<file path="config.mk">
export PLATFORM = sky130hd
export DESIGN_NAME = io_uart
export DESIGN_NICKNAME = d
export VERILOG_FILES = /design/src/rtl/uart_pkg.sv /design/src/rtl/uart_fifo.sv /design/src/rtl/io_uart.sv
export SDC_FILE = /design/constraint.sdc
export NUM_CORES = 1
export LEC_CHECK = 0
export CORE_MARGIN = 4
export CORE_UTILIZATION = 45
export CTS_CLUSTER_DIAMETER = 150
export DETAILED_ROUTE_END_ITERATION = 7
export PLACE_DENSITY_LB_ADDON = 0.3
export SLEW_MARGIN = 40
export SYNTH_ARGS = -nofsm -noshare
export SYNTH_HDL_FRONTEND = slang
export SYNTH_SLANG_ARGS = --single-unit
</file>
<file path="constraint.sdc">
create_clock -name CLK -period 12.43 [get_ports CLK]
set_input_delay 2.486 -clock CLK [delete_from_list [all_inputs] [get_ports CLK]]
set_output_delay 2.486 -clock CLK [all_outputs]
set_load 0.01 [all_outputs]
</file>
<file path="src/rtl/uart_pkg.sv">
// Shared definitions for the io_uart peripheral: register map, bit indices, FSM states.
package uart_pkg;

  typedef enum logic [1:0] {
    UA_DATA   = 2'd0,
    UA_STATUS = 2'd1,
    UA_DIV    = 2'd2,
    UA_CTRL   = 2'd3
  } ua_e;

  localparam int ST_TXFULL  = 0;
  localparam int ST_TXEMPTY = 1;
  localparam int ST_RXV     = 2;
  localparam int ST_RXFULL  = 3;
  localparam int ST_OVR     = 4;
  localparam int ST_FERR    = 5;

  localparam int CTRL_RXIE = 0;
  localparam int CTRL_TXIE = 1;
  localparam int CTRL_LOOP = 2;

  localparam logic [15:0] DIV_MIN = 16'd4;

  typedef enum logic [1:0] {TX_IDLE, TX_START, TX_DATA, TX_STOP} tx_st_e;
  typedef enum logic [2:0] {RX_IDLE, RX_START, RX_DATA, RX_STOP, RX_WAIT} rx_st_e;

endpackage

</file>
<file path="src/rtl/uart_fifo.sv">
// Synchronous FIFO; a push on a full FIFO is accepted only when a pop happens in the same cycle.
module uart_fifo #(
  parameter int W     = 8,
  parameter int DEPTH = 16,
  localparam int AW   = $clog2(DEPTH),
  localparam int CW   = AW + 1
) (
  input  logic          clk,
  input  logic          rst_n,
  input  logic          push_i,
  input  logic [W-1:0]  din_i,
  input  logic          pop_i,
  output logic [W-1:0]  dout_o,
  output logic          full_o,
  output logic          empty_o,
  output logic [CW-1:0] count_o
);

  logic [W-1:0]  mem_q [DEPTH];
  logic [AW-1:0] wptr_q, rptr_q;
  logic [CW-1:0] cnt_q;
  logic          do_push, do_pop;

  assign empty_o = (cnt_q == '0);
  assign full_o  = (cnt_q == CW'(DEPTH));
  assign count_o = cnt_q;
  assign dout_o  = mem_q[rptr_q];
  assign do_pop  = pop_i & ~empty_o;
  assign do_push = push_i & (~full_o | do_pop);

  always_ff @(posedge clk or negedge rst_n) begin
    if (!rst_n) begin
      wptr_q <= '0;
      rptr_q <= '0;
      cnt_q  <= '0;
    end else begin
      if (do_push) wptr_q <= wptr_q + 1'b1;
      if (do_pop)  rptr_q <= rptr_q + 1'b1;
      case ({do_push, do_pop})
        2'b10:   cnt_q <= cnt_q + 1'b1;
        2'b01:   cnt_q <= cnt_q - 1'b1;
        default: cnt_q <= cnt_q;
      endcase
    end
  end

  always_ff @(posedge clk) begin
    if (do_push) mem_q[wptr_q] <= din_i;
  end

endmodule

</file>
<file path="src/rtl/io_uart.sv">
// Memory-mapped 8N1 UART with TX/RX FIFOs, programmable divisor and level IRQ.
// Optional internal loopback (CTRL.LOOP) is built only when UART_LOOPBACK_EN is defined.
module io_uart
  import uart_pkg::*;
#(
  parameter int CLK_HZ   = 50_000_000,
  parameter int BAUD     = 115200,
  parameter int TX_DEPTH = 16,
  parameter int RX_DEPTH = 16
) (
  input  logic        CLK,
  input  logic        RESET_N,
  input  logic [1:0]  UART_A,
  input  logic        UART_WE,
  input  logic [31:0] UART_WD,
  input  logic        UART_RE,
  output logic [31:0] UART_RD,
  input  logic        RXD,
  output logic        TXD,
  output logic        IRQ
);

  localparam logic [15:0] DIV_RST = 16'(CLK_HZ / BAUD);
  localparam int TCW = $clog2(TX_DEPTH) + 1;
  localparam int RCW = $clog2(RX_DEPTH) + 1;

  logic [15:0] div_q;
  logic [2:0]  ctrl_q;
  logic        ovr_q, ferr_q, ovr_d, ferr_d, irq_q;

  logic wr_data, wr_stat, wr_div, wr_ctrl, rd_data;
  assign wr_data = UART_WE & (UART_A == UA_DATA);
  assign wr_stat = UART_WE & (UART_A == UA_STATUS);
  assign wr_div  = UART_WE & (UART_A == UA_DIV);
  assign wr_ctrl = UART_WE & (UART_A == UA_CTRL);
  assign rd_data = UART_RE & (UART_A == UA_DATA);

  logic           tx_pop, tx_full, tx_empty;
  logic [7:0]     tx_byte;
  logic [TCW-1:0] tx_cnt;
  logic           rx_push, rx_pop, rx_full, rx_empty;
  logic [7:0]     rx_byte;
  logic [RCW-1:0] rx_cnt;

  uart_fifo #(.W(8), .DEPTH(TX_DEPTH)) u_txf (
    .clk(CLK), .rst_n(RESET_N), .push_i(wr_data), .din_i(UART_WD[7:0]), .pop_i(tx_pop),
    .dout_o(tx_byte), .full_o(tx_full), .empty_o(tx_empty), .count_o(tx_cnt)
  );

  // ---------------- TX ----------------
  tx_st_e      tx_st_q;
  logic [15:0] tx_div_q, tx_c_q;
  logic [7:0]  tx_sh_q;
  logic [2:0]  tx_bit_q;
  logic        txd_q, tx_end, tx_idle;

  assign tx_end  = (tx_c_q == tx_div_q - 16'd1);
  assign tx_idle = (tx_st_q == TX_IDLE);
  assign tx_pop  = ~tx_empty & (tx_idle | ((tx_st_q == TX_STOP) & tx_end));

  always_ff @(posedge CLK or negedge RESET_N) begin
    if (!RESET_N) begin
      tx_st_q  <= TX_IDLE;
      tx_div_q <= DIV_RST;
      tx_c_q   <= '0;
      tx_sh_q  <= '0;
      tx_bit_q <= '0;
      txd_q    <= 1'b1;
    end else begin
      tx_c_q <= tx_end ? 16'd0 : tx_c_q + 16'd1;
      if (tx_pop) begin
        // Frame start: latch divisor so mid-frame DIV writes only affect the next frame.
        tx_st_q  <= TX_START;
        tx_div_q <= div_q;
        tx_sh_q  <= tx_byte;
        tx_c_q   <= '0;
        txd_q    <= 1'b0;
      end else begin
        case (tx_st_q)
          TX_IDLE: tx_c_q <= '0;
          TX_START: if (tx_end) begin
            tx_st_q  <= TX_DATA;
            tx_bit_q <= '0;
            txd_q    <= tx_sh_q[0];
            tx_sh_q  <= {1'b0, tx_sh_q[7:1]};
          end
          TX_DATA: if (tx_end) begin
            if (tx_bit_q == 3'd7) begin
              tx_st_q <= TX_STOP;
              txd_q   <= 1'b1;
            end else begin
              tx_bit_q <= tx_bit_q + 3'd1;
              txd_q    <= tx_sh_q[0];
              tx_sh_q  <= {1'b0, tx_sh_q[7:1]};
            end
          end
          TX_STOP: if (tx_end) tx_st_q <= TX_IDLE;
          default: tx_st_q <= TX_IDLE;
        endcase
      end
    end
  end

  assign TXD = txd_q;

  // ---------------- RX ----------------
  logic rx_in, rx_s1_q, rx_s2_q, rx_prev_q;
`ifdef UART_LOOPBACK_EN
  assign rx_in = ctrl_q[CTRL_LOOP] ? txd_q : RXD;
`else
  assign rx_in = RXD;
`endif

  rx_st_e      rx_st_q;
  logic [15:0] rx_div_q, rx_c_q;
  logic [7:0]  rx_sh_q;
  logic [2:0]  rx_bit_q;
  logic        rx_end, rx_half, rx_stop_smp, ovr_set, ferr_set;

  assign rx_end      = (rx_c_q == rx_div_q - 16'd1);
  assign rx_half     = (rx_c_q == (rx_div_q >> 1) - 16'd1);
  assign rx_stop_smp = (rx_st_q == RX_STOP) & rx_end;
  assign rx_push     = rx_stop_smp & rx_s2_q;
  assign ferr_set    = rx_stop_smp & ~rx_s2_q;
  assign rx_pop      = rd_data & ~rx_empty;
  assign ovr_set     = rx_push & rx_full & ~rx_pop;

  always_ff @(posedge CLK or negedge RESET_N) begin
    if (!RESET_N) begin
      rx_s1_q   <= 1'b1;
      rx_s2_q   <= 1'b1;
      rx_prev_q <= 1'b1;
      rx_st_q   <= RX_IDLE;
      rx_div_q  <= DIV_RST;
      rx_c_q    <= '0;
      rx_sh_q   <= '0;
      rx_bit_q  <= '0;
    end else begin
      rx_s1_q   <= rx_in;
      rx_s2_q   <= rx_s1_q;
      rx_prev_q <= rx_s2_q;
      rx_c_q    <= rx_c_q + 16'd1;
      case (rx_st_q)
        RX_IDLE: if (rx_prev_q & ~rx_s2_q) begin
          rx_st_q  <= RX_START;
          rx_div_q <= div_q;
          rx_c_q   <= '0;
        end
        RX_START: if (rx_half) begin
          rx_st_q  <= rx_s2_q ? RX_IDLE : RX_DATA;
          rx_c_q   <= '0;
          rx_bit_q <= '0;
        end
        RX_DATA: if (rx_end) begin
          rx_c_q  <= '0;
          rx_sh_q <= {rx_s2_q, rx_sh_q[7:1]};
          if (rx_bit_q == 3'd7) rx_st_q <= RX_STOP;
          else rx_bit_q <= rx_bit_q + 3'd1;
        end
        RX_STOP: if (rx_end) rx_st_q <= rx_s2_q ? RX_IDLE : RX_WAIT;
        RX_WAIT: if (rx_s2_q) rx_st_q <= RX_IDLE;
        default: rx_st_q <= RX_IDLE;
      endcase
    end
  end

  uart_fifo #(.W(8), .DEPTH(RX_DEPTH)) u_rxf (
    .clk(CLK), .rst_n(RESET_N), .push_i(rx_push), .din_i(rx_sh_q), .pop_i(rx_pop),
    .dout_o(rx_byte), .full_o(rx_full), .empty_o(rx_empty), .count_o(rx_cnt)
  );

  // ---------------- registers ----------------
  logic txempty, rxv;
  assign txempty = tx_empty & tx_idle;
  assign rxv     = ~rx_empty;

  // Hardware set wins over a same-cycle W1C clear.
  assign ovr_d  = (ovr_q  & ~(wr_stat & UART_WD[ST_OVR]))  | ovr_set;
  assign ferr_d = (ferr_q & ~(wr_stat & UART_WD[ST_FERR])) | ferr_set;

  always_ff @(posedge CLK or negedge RESET_N) begin
    if (!RESET_N) begin
      div_q  <= DIV_RST;
      ctrl_q <= '0;
      ovr_q  <= 1'b0;
      ferr_q <= 1'b0;
      irq_q  <= 1'b0;
    end else begin
      ovr_q  <= ovr_d;
      ferr_q <= ferr_d;
      irq_q  <= (ctrl_q[CTRL_RXIE] & rxv) | (ctrl_q[CTRL_TXIE] & txempty);
      if (wr_div) div_q <= (UART_WD[15:0] < DIV_MIN) ? DIV_MIN : UART_WD[15:0];
`ifdef UART_LOOPBACK_EN
      if (wr_ctrl) ctrl_q <= UART_WD[2:0];
`else
      if (wr_ctrl) ctrl_q <= {1'b0, UART_WD[1:0]};
`endif
    end
  end

  assign IRQ = irq_q;

  always_comb begin
    UART_RD = '0;
    case (UART_A)
      UA_DATA:   UART_RD = rxv ? {23'b0, 1'b1, rx_byte} : 32'd0;
      UA_STATUS: UART_RD = {16'b0, 8'(rx_cnt), 2'b0, ferr_q, ovr_q, rx_full, rxv, txempty, tx_full};
      UA_DIV:    UART_RD = {16'b0, div_q};
      UA_CTRL:   UART_RD = {29'b0, ctrl_q};
      default:   UART_RD = '0;
    endcase
  end

  logic unused_ok;
  assign unused_ok = ^{UART_WD[31:16], tx_cnt};

endmodule

</file>
==> key figures, run 1 <==
Routing
  – Drt wl/cell: 20.3 um
  – DRT Wirelength: 39,200 um
  – Number of DRC violations after detailed routing: 0
  – Via-to-Cell Ratio: 5.60
  – Pre-Repair DR Iteration Count: 5
  – DRT iter0 DRCs: 733
  – Post-DRT Antenna Nets: 0
  – DR vias: 10,800

Clock tree
  – Clock tree root driver cell: clkbuf_16
  – Num CTS Buffers: 40
  – H-tree depth: 2
  – Post-CTS Hold Buffers: 0
  – Clock transition at path regs: 0.05 ns
  – Clock Tree Buf Depth: 3
  – Number of gates resized after CTS: 0
  – Clock Sinks: 398
  – Total setup buffers inserted after CTS: 0
  – TritonCTS clock tree: done
  – Worst-skew pair later-pin latency: 0.54 ns

Synth
  – Synthesis Warnings: 0
  – Post-synth ARST share: 35.7%
  – Syn avg cell area: 13.8 um2
  – Number of synthesized flops with an enable pin: 256
  – Mapped cell area: 18,600 um2
  – Post-synthesis sequential area ratio: 60.7%
  – Synth cell types: 77
  – Most used DFF post-synth: edfxtp_1
  – Syn Inst Count: 1,348
  – Synth Register Bits: 398

STA
  – # setup viols final: 0
  – RSZ-0062 raised after global routing: false
  – Min Tclk post-route: 7.40 ns
  – Fin crit share: 59.5%
  – Final hold vios: 0
  – Fin Setup TNS: 0 ns
  – Fmax: 0.135 GHz
  – Relative slew margins: 45.5%
  – Clock skew: 0.0183 ns
  – Final Max Tran Viols: 0
  – Worst Hold Margin: 0.354 ns
  – Worst-margin pin slew: 0.815 ns

Finish
  – Diodes inserted: 0
  – Layout area overhead: 11.8%
  – FF+latch area: 11,300 um2
  – Fill cells: 3,436
  – Final #Nets: 1,444
  – Fin util: 50.9%
  – Multi-input logic area: 6840 um2
  – Layout cells sized above 1: 16.8%

Placed design
  – HPWL Detailed: 25,900 um
  – GPL Wtd Cong: 0.871
  – IO buf count: 40

Power and ir drop
  – VDD IR max: 0.000127 V
  – Leakage power: 7.68 nW
  – PwrDens: 210 nW/um2

Setup path
  – Arrival @ worst endpoint: 4.91 ns
  – Slowest library cell on the worst path: clkdlybuf4s50_1
  – Critical path class: in2out
  – Crit path cell chain: clkdlybuf4s50_1 > nor2_1 > a22oi_1 > o21ai_0 > clkdlybuf4s50_1
  – Critical path launch point type: input pin
  – Crit end category: output port
  – Top cell by count, worst path: clkdlybuf4s50_1
  – CP peak stage delay: 0.75 ns
  – CP Max Fanout: 19
  – WP data required: 9.94 ns

Global route
  – GRT Total Usage: 17.6%
  – Pin count of the biggest net entering global routing: 87
  – Initial antenna violation count: 0
  – Total gr overflow: 0
  – Via count of the first global-routing pass: 10,800
  – Global-route wire length before repair: 62,100 um

Status
  – Status: finished clean

Floorplan
  – Core ar.: 40,800 um2
  – DIE AREA: 44,600 um2
  – Starting Density: 45.5%
  – Die Wd: 211 um
  – Row Count: 74
  – IO Count: 73
  – DIE HEIGHT: 211 um

Worst hold path
  – Worst min-delay path class: reg2reg

Run
  – Max_cap viols: 0
-- cell type report --
cell class | count | share of cell area (%)
Sequential cell | 398 | 54.3
Multi-Input combinational cell | 832 | 32.9
Clock buffer | 60 | 5.59
Tap cell | 532 | 3.21
Timing Repair Buffer | 56 | 2.60
Inverter | 43 | 0.777
Clock inverter | 14 | 0.639
-- critical path: cells and delay by family --
family	cells	cell delay, ns
buffers and inverters	2	1.36
AO/OA/AOI/OAI	2	0.45
AND/OR/NAND/NOR	1	0.61
-- synth_stat cells, types with 38 or more instances --
cell      number  share of area [%]
mux4_2        52                6.3
inv_1         43               0.87
a21oi_1       38                1.0
clkbuf_1      53                1.1
mux2i_1       41                2.2
mux2_2        62                3.8
edfxtp_1     256                 41
o21ai_0       44                1.2
dfrtp_1      123                 17
nand2_1       55                1.1
xnor2_1       67                3.2
nor2_1        59                1.2
-- registers in the layout (all words and copies together), names as in the netlist, 3 cells and up --
name	cells
tx_bit_q	3
u_txf.rptr_q	4
tx_c_q	16
u_rxf.count_o	5
tx_div_q	16
u_rxf.wptr_q	4
rx_bit_q	3
rx_sh_q	8
u_txf.mem_q	128
tx_sh_q	8
div_q	16
rx_st_q	3
u_txf.wptr_q	4
rx_c_q	16
rx_div_q	16
u_txf.count_o	5
u_rxf.mem_q	128
u_rxf.rptr_q	4
-- worst paths after layout --
| check | startpoint | end | slack, ns | depth (start not counted) |
|---|---|---|---|---|
| worst max-delay path | UART_A[1] | UART_RD[4] | 5.03 | 5 |
| worst min-delay path | rx_s1_q$_DFF_PN1_ | rx_s2_q$_DFF_PN1_ | 0.35 | 0 |
| worst max register to register | rx_div_q[2]$_DFFE_PN0P_ | u_rxf.count_o[4]$_DFFE_PN0P_ | 7.01 | 15 |
| worst min register to register | rx_s1_q$_DFF_PN1_ | rx_s2_q$_DFF_PN1_ | 0.35 | 0 |
| max in group asynchronous | RESET_N | TXD$_DFFE_PN1P_ | 9.33 | 3 |
| min in group asynchronous | RESET_N | rx_c_q[11]$_DFF_PN0_ | 2.00 | 1 |
-- where the power goes --
part           leakage (nW)  internal [mW]  switching (mW)
logic                  2.89          0.634           0.732
registers              4.16           1.57           0.243
clock network         0.627          0.690           0.490
-- kinds of logic after synthesis --
| logic type | share of synthesized area (%) |
|---|---|
| buffers and inverters | 3.13 |
| other | 0.0202 |
| and+or+nand+nor | 10.3 |
| DFF | 60.7 |
| muxes | 12.3 |
| xor gates and xnor gates | 4.88 |
| adders and majority gates | 2.37 |
| AOI/OAI and AO/OA | 6.41 |
-- placed cells by master, fill, tap and decap left out, drive strengths merged, types with 8 or more instances in the layout --
| cell type | synthesis | routed |
|---|---|---|
| buf | 37 | 16 |
| and2 | 22 | 22 |
| nand3 | 30 | 30 |
| o21ai | 44 | 44 |
| xnor2 | 67 | 67 |
| clkbuf | 53 | 61 |
| ha | 32 | 32 |
| nor4 | 22 | 22 |
| mux2i | 41 | 41 |
| mux4 | 52 | 52 |
| clkdlybuf4s50 | 0 | 39 |
| conb | 1 | 16 |
| mux2 | 62 | 62 |
| a21oi | 39 | 39 |
| clkinv | 0 | 11 |
| a211oi | 8 | 8 |
| and3 | 33 | 33 |
| a221oi | 9 | 9 |
| nand2b | 13 | 13 |
| xor2 | 34 | 34 |
| dfrtp | 123 | 123 |
| a22oi | 12 | 12 |
| a31oi | 9 | 9 |
| nor2 | 59 | 59 |
| nor3 | 37 | 37 |
| nand4 | 16 | 16 |
| nand2 | 55 | 55 |
| nor3b | 8 | 8 |
| inv | 43 | 43 |
| nor2b | 17 | 17 |
| dfstp | 19 | 19 |
| edfxtp | 256 | 256 |
-- metal layers --
layer	part of all wire, %	global-route usage (%)
met1	47	25.7
met2	47	27.8
met3	3.7	3.00
met4	2.3	4.58
met5	0	0
-- through the flow --
stage	instances	setup WS (ns)	cell area [um2]	total power, mW
floorplan	1363	6.50	18600	2.82
global placement	1860	5.10	19400	3.16
detailed placement	1860	5.06	19400	3.20
CTS	1934	5.05	20700	4.39
global route	1935	4.91	20800	4.62
finish	1935	5.03	20800	4.36
Power figures use the tool's default switching activity.
==> run 2: changes to the inputs <==
Clock period 12.43 ns to 7.5 ns, I/O delays scaled along.
==> run 2 against run 1 <==
  * Cell area grew 0.32%
  * Die area unchanged
  * Routed wire length up 0.57%
  * Sequential cell count is the same
  * Final cell count did not move
  * Critical path depth did not move
  * Sequential power up 66%
  * Highest routed layer unchanged
  * Largest cell class unchanged
==> key figures, run 2 (same netlist as run 1, synthesis figures left out) <==
Power and ir drop
  – P_int: 4.88 mW (+69%)
  – Leakage power: 7.73 nW (+0.63%)
  – Sw Pwr: 2.45 mW (+67%)
  – Clock power share: 28.3% (+1.2 points)
  – VDD IR max: 0.000243 V (+91%)
  – Combinational power share: 30.5% (-0.9 points)
  – Sw Ratio: 33.5% (-0.19 points)
  – Seq pwr share: 41.1% (-0.5 points)
  – PwrDens: 352 nW/um2 (+68%)

STA
  – Relative slew margins: 44.4% (-1.2 points)
  – RSZ-0062 raised after global routing: false
  – Clock skew: 0.0140 ns (-0.00429 ns)
  – # setup viols final: 0 (unchanged)
  – Final Max Tran Viols: 0 (unchanged)
  – Fin Setup TNS: 0 ns (unchanged)
  – Min Tclk post-route: 5.51 ns
  – Worst-margin pin slew: 0.832 ns (+0.0174 ns)
  – Final hold vios: 0 (unchanged)
  – Fmax: 0.181 GHz
  – Fin crit share: 73.5%

Routing
  – DRT iter0 DRCs: 922 (+26%)
  – DR vias: 10,900 (+0.66%)
  – Pre-Repair DR Iteration Count: 5 (unchanged)
  – Number of DRC violations after detailed routing: 0 (unchanged)
  – DRT Wirelength: 39,400 um (+0.57%)
  – Drt wl/cell: 20.4 um (+0.57%)
  – Post-DRT Antenna Nets: 0 (unchanged)
  – Via-to-Cell Ratio: 5.64 (+0.66%)

Floorplan
  – DIE AREA: 44,600 um2 (unchanged)
  – IO Count: 73 (unchanged)
  – Starting Density: 45.5% (unchanged)
  – Row Count: 74 (unchanged)
  – Die Wd: 211 um (unchanged)
  – Core ar.: 40,800 um2 (unchanged)
  – DIE HEIGHT: 211 um (unchanged)

Clock tree
  – Number of gates resized after CTS: 0 (unchanged)
  – Clock transition at path regs: 0.06 ns (about the same)
  – Num CTS Buffers: 41 (+2.5%)
  – TritonCTS clock tree: done
  – Clock Tree Buf Depth: 3 (unchanged)
  – Post-CTS Hold Buffers: 0 (unchanged)
  – H-tree depth: 2 (unchanged)
  – Clock tree root driver cell: clkbuf_16
  – Clock Sinks: 398 (unchanged)
  – Total setup buffers inserted after CTS: 0 (unchanged)
  – Worst-skew pair later-pin latency: 0.54 ns (about the same)

Finish
  – Commonest non-fill, non-tap cell in the layout: edfxtp_1
  – Finished Layout Cells: 1,935 (unchanged)
  – Largest regs: u_rxf.mem_q: 128 flops, u_txf.mem_q: 128 flops
  – FF+latch area: 11,300 um2 (unchanged)
  – Most frequent cells in the layout: 256 x edfxtp_1, 120 x dfrtp_1, 67 x xnor2_1
  – Layout cells sized above 1: 17.3% (+0.51 points)
  – Layout area overhead: 12.2%
  – Fin util: 51.0% (+0.16 points)
  – Multi-input logic area: 6830 um2 (-0.16%)
  – Fill cells: 3,377 (-1.7%)
  – Final #Nets: 1,443 (-0.069%)

Global route
  – Via count of the first global-routing pass: 10,800 (-0.14%)
  – GRT Total Usage: 17.6% (about the same)
  – Pin count of the biggest net entering global routing: 75 (-14%)
  – Global-route wire length before repair: 62,000 um (about the same)
  – Total gr overflow: 0 (unchanged)
  – Initial antenna violation count: 0 (unchanged)

Setup path
  – Critical path launch point type: input pin
  – Arrival @ worst endpoint: 4.01 ns (-0.90 ns)
  – Crit end category: output port
  – WP data required: 6.00 ns (-3.94 ns)
  – Critical path class: in2out
  – R2R Setup Slk: 2.11 ns (-4.90 ns)
  – CP Max Fanout: 19 (unchanged)

Placed design
  – GPL Wtd Cong: 0.814 (-6.5%)
  – Placed cells: 1,859 (-0.054%)
  – HPWL Detailed: 26,100 um (+1.0%)
  – IO buf count: 40 (unchanged)

Run
  – Max_cap viols: 0 (unchanged)

Status
  – Status: finished clean

Worst hold path
  – Worst min-delay path class: reg2reg
[run 2: cell count changes in the layout (fill, tap and decap cells not counted), moves of 2 or more]
| cell | delta |
|---|---|
| clkinv_2 | +3 |
| buf_4 | -2 |
| clkbuf_1 | -9 |
| clkbuf_16 | +2 |
| buf_6 | +2 |
| clkbuf_8 | +5 |
[run 2: cell type report]
type / count / area share [%]
Antenna cell: 1 / 0.0120
Clock inverter: 16 / 0.649
Clock buffer: 59 / 6.04
Multi-Input combinational cell: 832 / 32.8
Timing Repair Buffer: 54 / 2.47
Inverter: 43 / 0.775
Tap cell: 532 / 3.20
Sequential cell: 398 / 54.1
[run 2: power by group through the flow]
stage,Sequential (mW),Clock (mW),Combinational (mW)
final,3.01,2.07,2.24
after global routing,3.06,2.20,2.48
after CTS,3.01,2.11,2.25
after detailed placement,3.05,0,2.24
after global placement,3.04,0,2.19
after floorplan,2.80,0,1.88
[run 2: worst paths after layout]
path / start / cells past startpoint / endpoint
max: UART_A[1] / 5 / UART_RD[3]
min: rx_s1_q$_DFF_PN1_ / 0 / rx_s2_q$_DFF_PN1_
max reg2reg: rx_div_q[2]$_DFFE_PN0P_ / 15 / u_rxf.count_o[4]$_DFFE_PN0P_
min reg2reg: rx_s1_q$_DFF_PN1_ / 0 / rx_s2_q$_DFF_PN1_
min in group asynchronous: RESET_N / 1 / rx_c_q[11]$_DFF_PN0_
max in group asynchronous: RESET_N / 2 / u_txf.rptr_q[1]$_DFFE_PN0P_
[run 2: critical path: stages]
cell and delay, ns:
clkdlybuf4s50_1 0.91, nor2b_1 0.73, nand2_1 0.11, o21ai_0 0.16, clkdlybuf4s50_1 0.60
[run 2: stage by stage]
step | hold slack (ns) | worst slack, ns | power [mW] | cell area, um2
after detailed placement | 0.349 | 1.99 | 5.29 | 19400
after floorplan | 0.345 | 3.11 | 4.68 | 18600
after global placement | 0.346 | 1.97 | 5.22 | 19400
final | 0.357 | 1.99 | 7.33 | 20800
after CTS | 0.358 | 2.01 | 7.38 | 20800
after global routing | 0.359 | 1.81 | 7.74 | 20800
[run 2: metal layers]
layer / wire (um) / share of wire [%] / vias up / track usage, %
met5: 0 / 0 / - / 0
met4: 931 / 2.4 / 0 / 5.05
met3: 1840 / 4.7 / 64 / 2.66
met2: 18700 / 47 / 255 / 28.1
met1: 18000 / 46 / 5486 / 25.5
li1: - / - / 5105 / -
==> patch, RTL diff (config.mk and constraints of run 2) <==
Compare `cnt_q` against `CW'(DEPTH)` with >= in place of ==.
--- a/src/rtl/uart_fifo.sv
+++ b/src/rtl/uart_fifo.sv
@@ -24,3 +24,3 @@
   assign empty_o = (cnt_q == '0);
-  assign full_o  = (cnt_q == CW'(DEPTH));
+  assign full_o  = (cnt_q >= CW'(DEPTH));
   assign count_o = cnt_q;
Formal check against the unedited RTL: no difference found for any inputs over 4 cycles, from zero or initial values and one cycle with RESET_N low; that may be too few to reach the edited logic, so the function may still have changed.
==> patch against run 2 <==
Worst setup slack gained 0.14 ns. Synthesized cell count down 2.7%. Total power shrank 11%. Non-clock buffer count is 2 lower. Cell area is 1.4% lower. Clock skew is 0.0034 ns higher. Wire length decreased by 0.48%. Synthesized area decreased by 1.0%. Sequential cell count stayed put. Critical path type unchanged.
==> patch: results (changes against run 2) <==
Met2 Wirelength=20,100 um (+7.3%); WL met1=16,400 um (-8.9%); status=finished, final reports clean; vias in the first global route=10,500 (-3.0%); share of layout cells above drive strength 1=17.1% (-0.24 points); post-synthesis compound-gate area fraction=5.81% (-0.60 points); Synth top cells by count=256 x edfxtp_1, 123 x dfrtp_1, 77 x nor2_1; Netlist cell types=78 (+1.3%); DR vias/cell=5.59 (-0.83%); DP Wirelength=26,200 um (+0.20%); Leak=7.44 nW (-3.7%); Placer Congestion=0.841 (+3.4%); All-Layer GR Usage=17.8% (+0.21 points); reg2reg path depth=19 (+4); number of fillers in the final layout=3,318 (-1.7%); largest net degree at the start of global routing=94 (+25%); largest stage delay on the critical path=0.79 ns (-0.12 ns); Arr. time, crit path=3.87 ns (-0.14 ns); xor/xnor share of the synthesized area=5.00% (+0.12 points); GR Util met2=30.3% (+2.3 points); synth top area cells=edfxtp_1 42%, dfrtp_1 17%, mux4_2 6.9%; fin cells=1,896 (-2.0%); syn_area_per_cell=14.0 sq um (+1.7%); M1 GR Usage=23.4% (-2.2 points); met3 routed WL=1630 um (-12%); Post-Route WL=39,200 um (-0.48%); maximum vdd ir drop=0.211 mV (-13%); adder-cell share of the synthesized area=2.40% (+0.024 points); initial DRC count=816 (-11%); Final Cycle Share=71.7% (-1.8 points); Worst Setup EP=UART_RD[10]; placed cells=1,818 (-2.2%); placed instance area=19,200 sq um (-1.1%); Slew @ Worst Pin=0.821 ns (-0.0114 ns); Nets=1,409 (-2.4%); initial antenna violation count=1 (+1)
patch: changes by cell type after synthesis, moves of 5 or more:
| cell | before | now |
|---|---|---|
| nand3b_1 | 0 | 5 |
| and2_1 | 22 | 6 |
| xnor2_1 | 67 | 62 |
| nand2_1 | 55 | 60 |
| nor2b_1 | 17 | 12 |
| nor2_1 | 59 | 77 |
| nor4_1 | 20 | 8 |
| nor3_1 | 36 | 22 |
| clkbuf_1 | 53 | 46 |
| inv_1 | 43 | 38 |
| xor2_1 | 34 | 43 |
| o22ai_1 | 7 | 1 |
patch: layout make-up:
type                    instances  share of cell area (%)
flip-flops and latches        398                    54.8
inverters                      38                   0.694
clock buffers                  58                    5.61
diodes                          2                  0.0244
clock inverters                18                   0.810
well taps                     525                    3.20
repair buffers                 52                    2.42
multi-input cells             805                    32.4
patch: worst max-delay path: cells and delay by family:
| kind | cells | cell delay [ns] |
|---|---|---|
| simple gates | 1 | 0.63 |
| buf+inv | 2 | 1.38 |
| compound gates | 1 | 0.35 |
patch: worst min path at each step:
stage / start / end / cells past startpoint
after floorplan: rx_s1_q$_DFF_PN1_ / rx_s2_q$_DFF_PN1_ / 0
after global placement: rx_s1_q$_DFF_PN1_ / rx_s2_q$_DFF_PN1_ / 0
after detailed placement: rx_s1_q$_DFF_PN1_ / rx_s2_q$_DFF_PN1_ / 0
after CTS: rx_s1_q$_DFF_PN1_ / rx_s2_q$_DFF_PN1_ / 0
after global routing: rx_s1_q$_DFF_PN1_ / rx_s2_q$_DFF_PN1_ / 0
final: rx_s1_q$_DFF_PN1_ / rx_s2_q$_DFF_PN1_ / 0
patch: power by group:
part	switching, mW	total [mW]	internal, mW
registers	0.382	2.95	2.57
logic	0.834	1.59	0.755
clock network	0.817	1.99	1.18
total	2.03	6.53	4.50
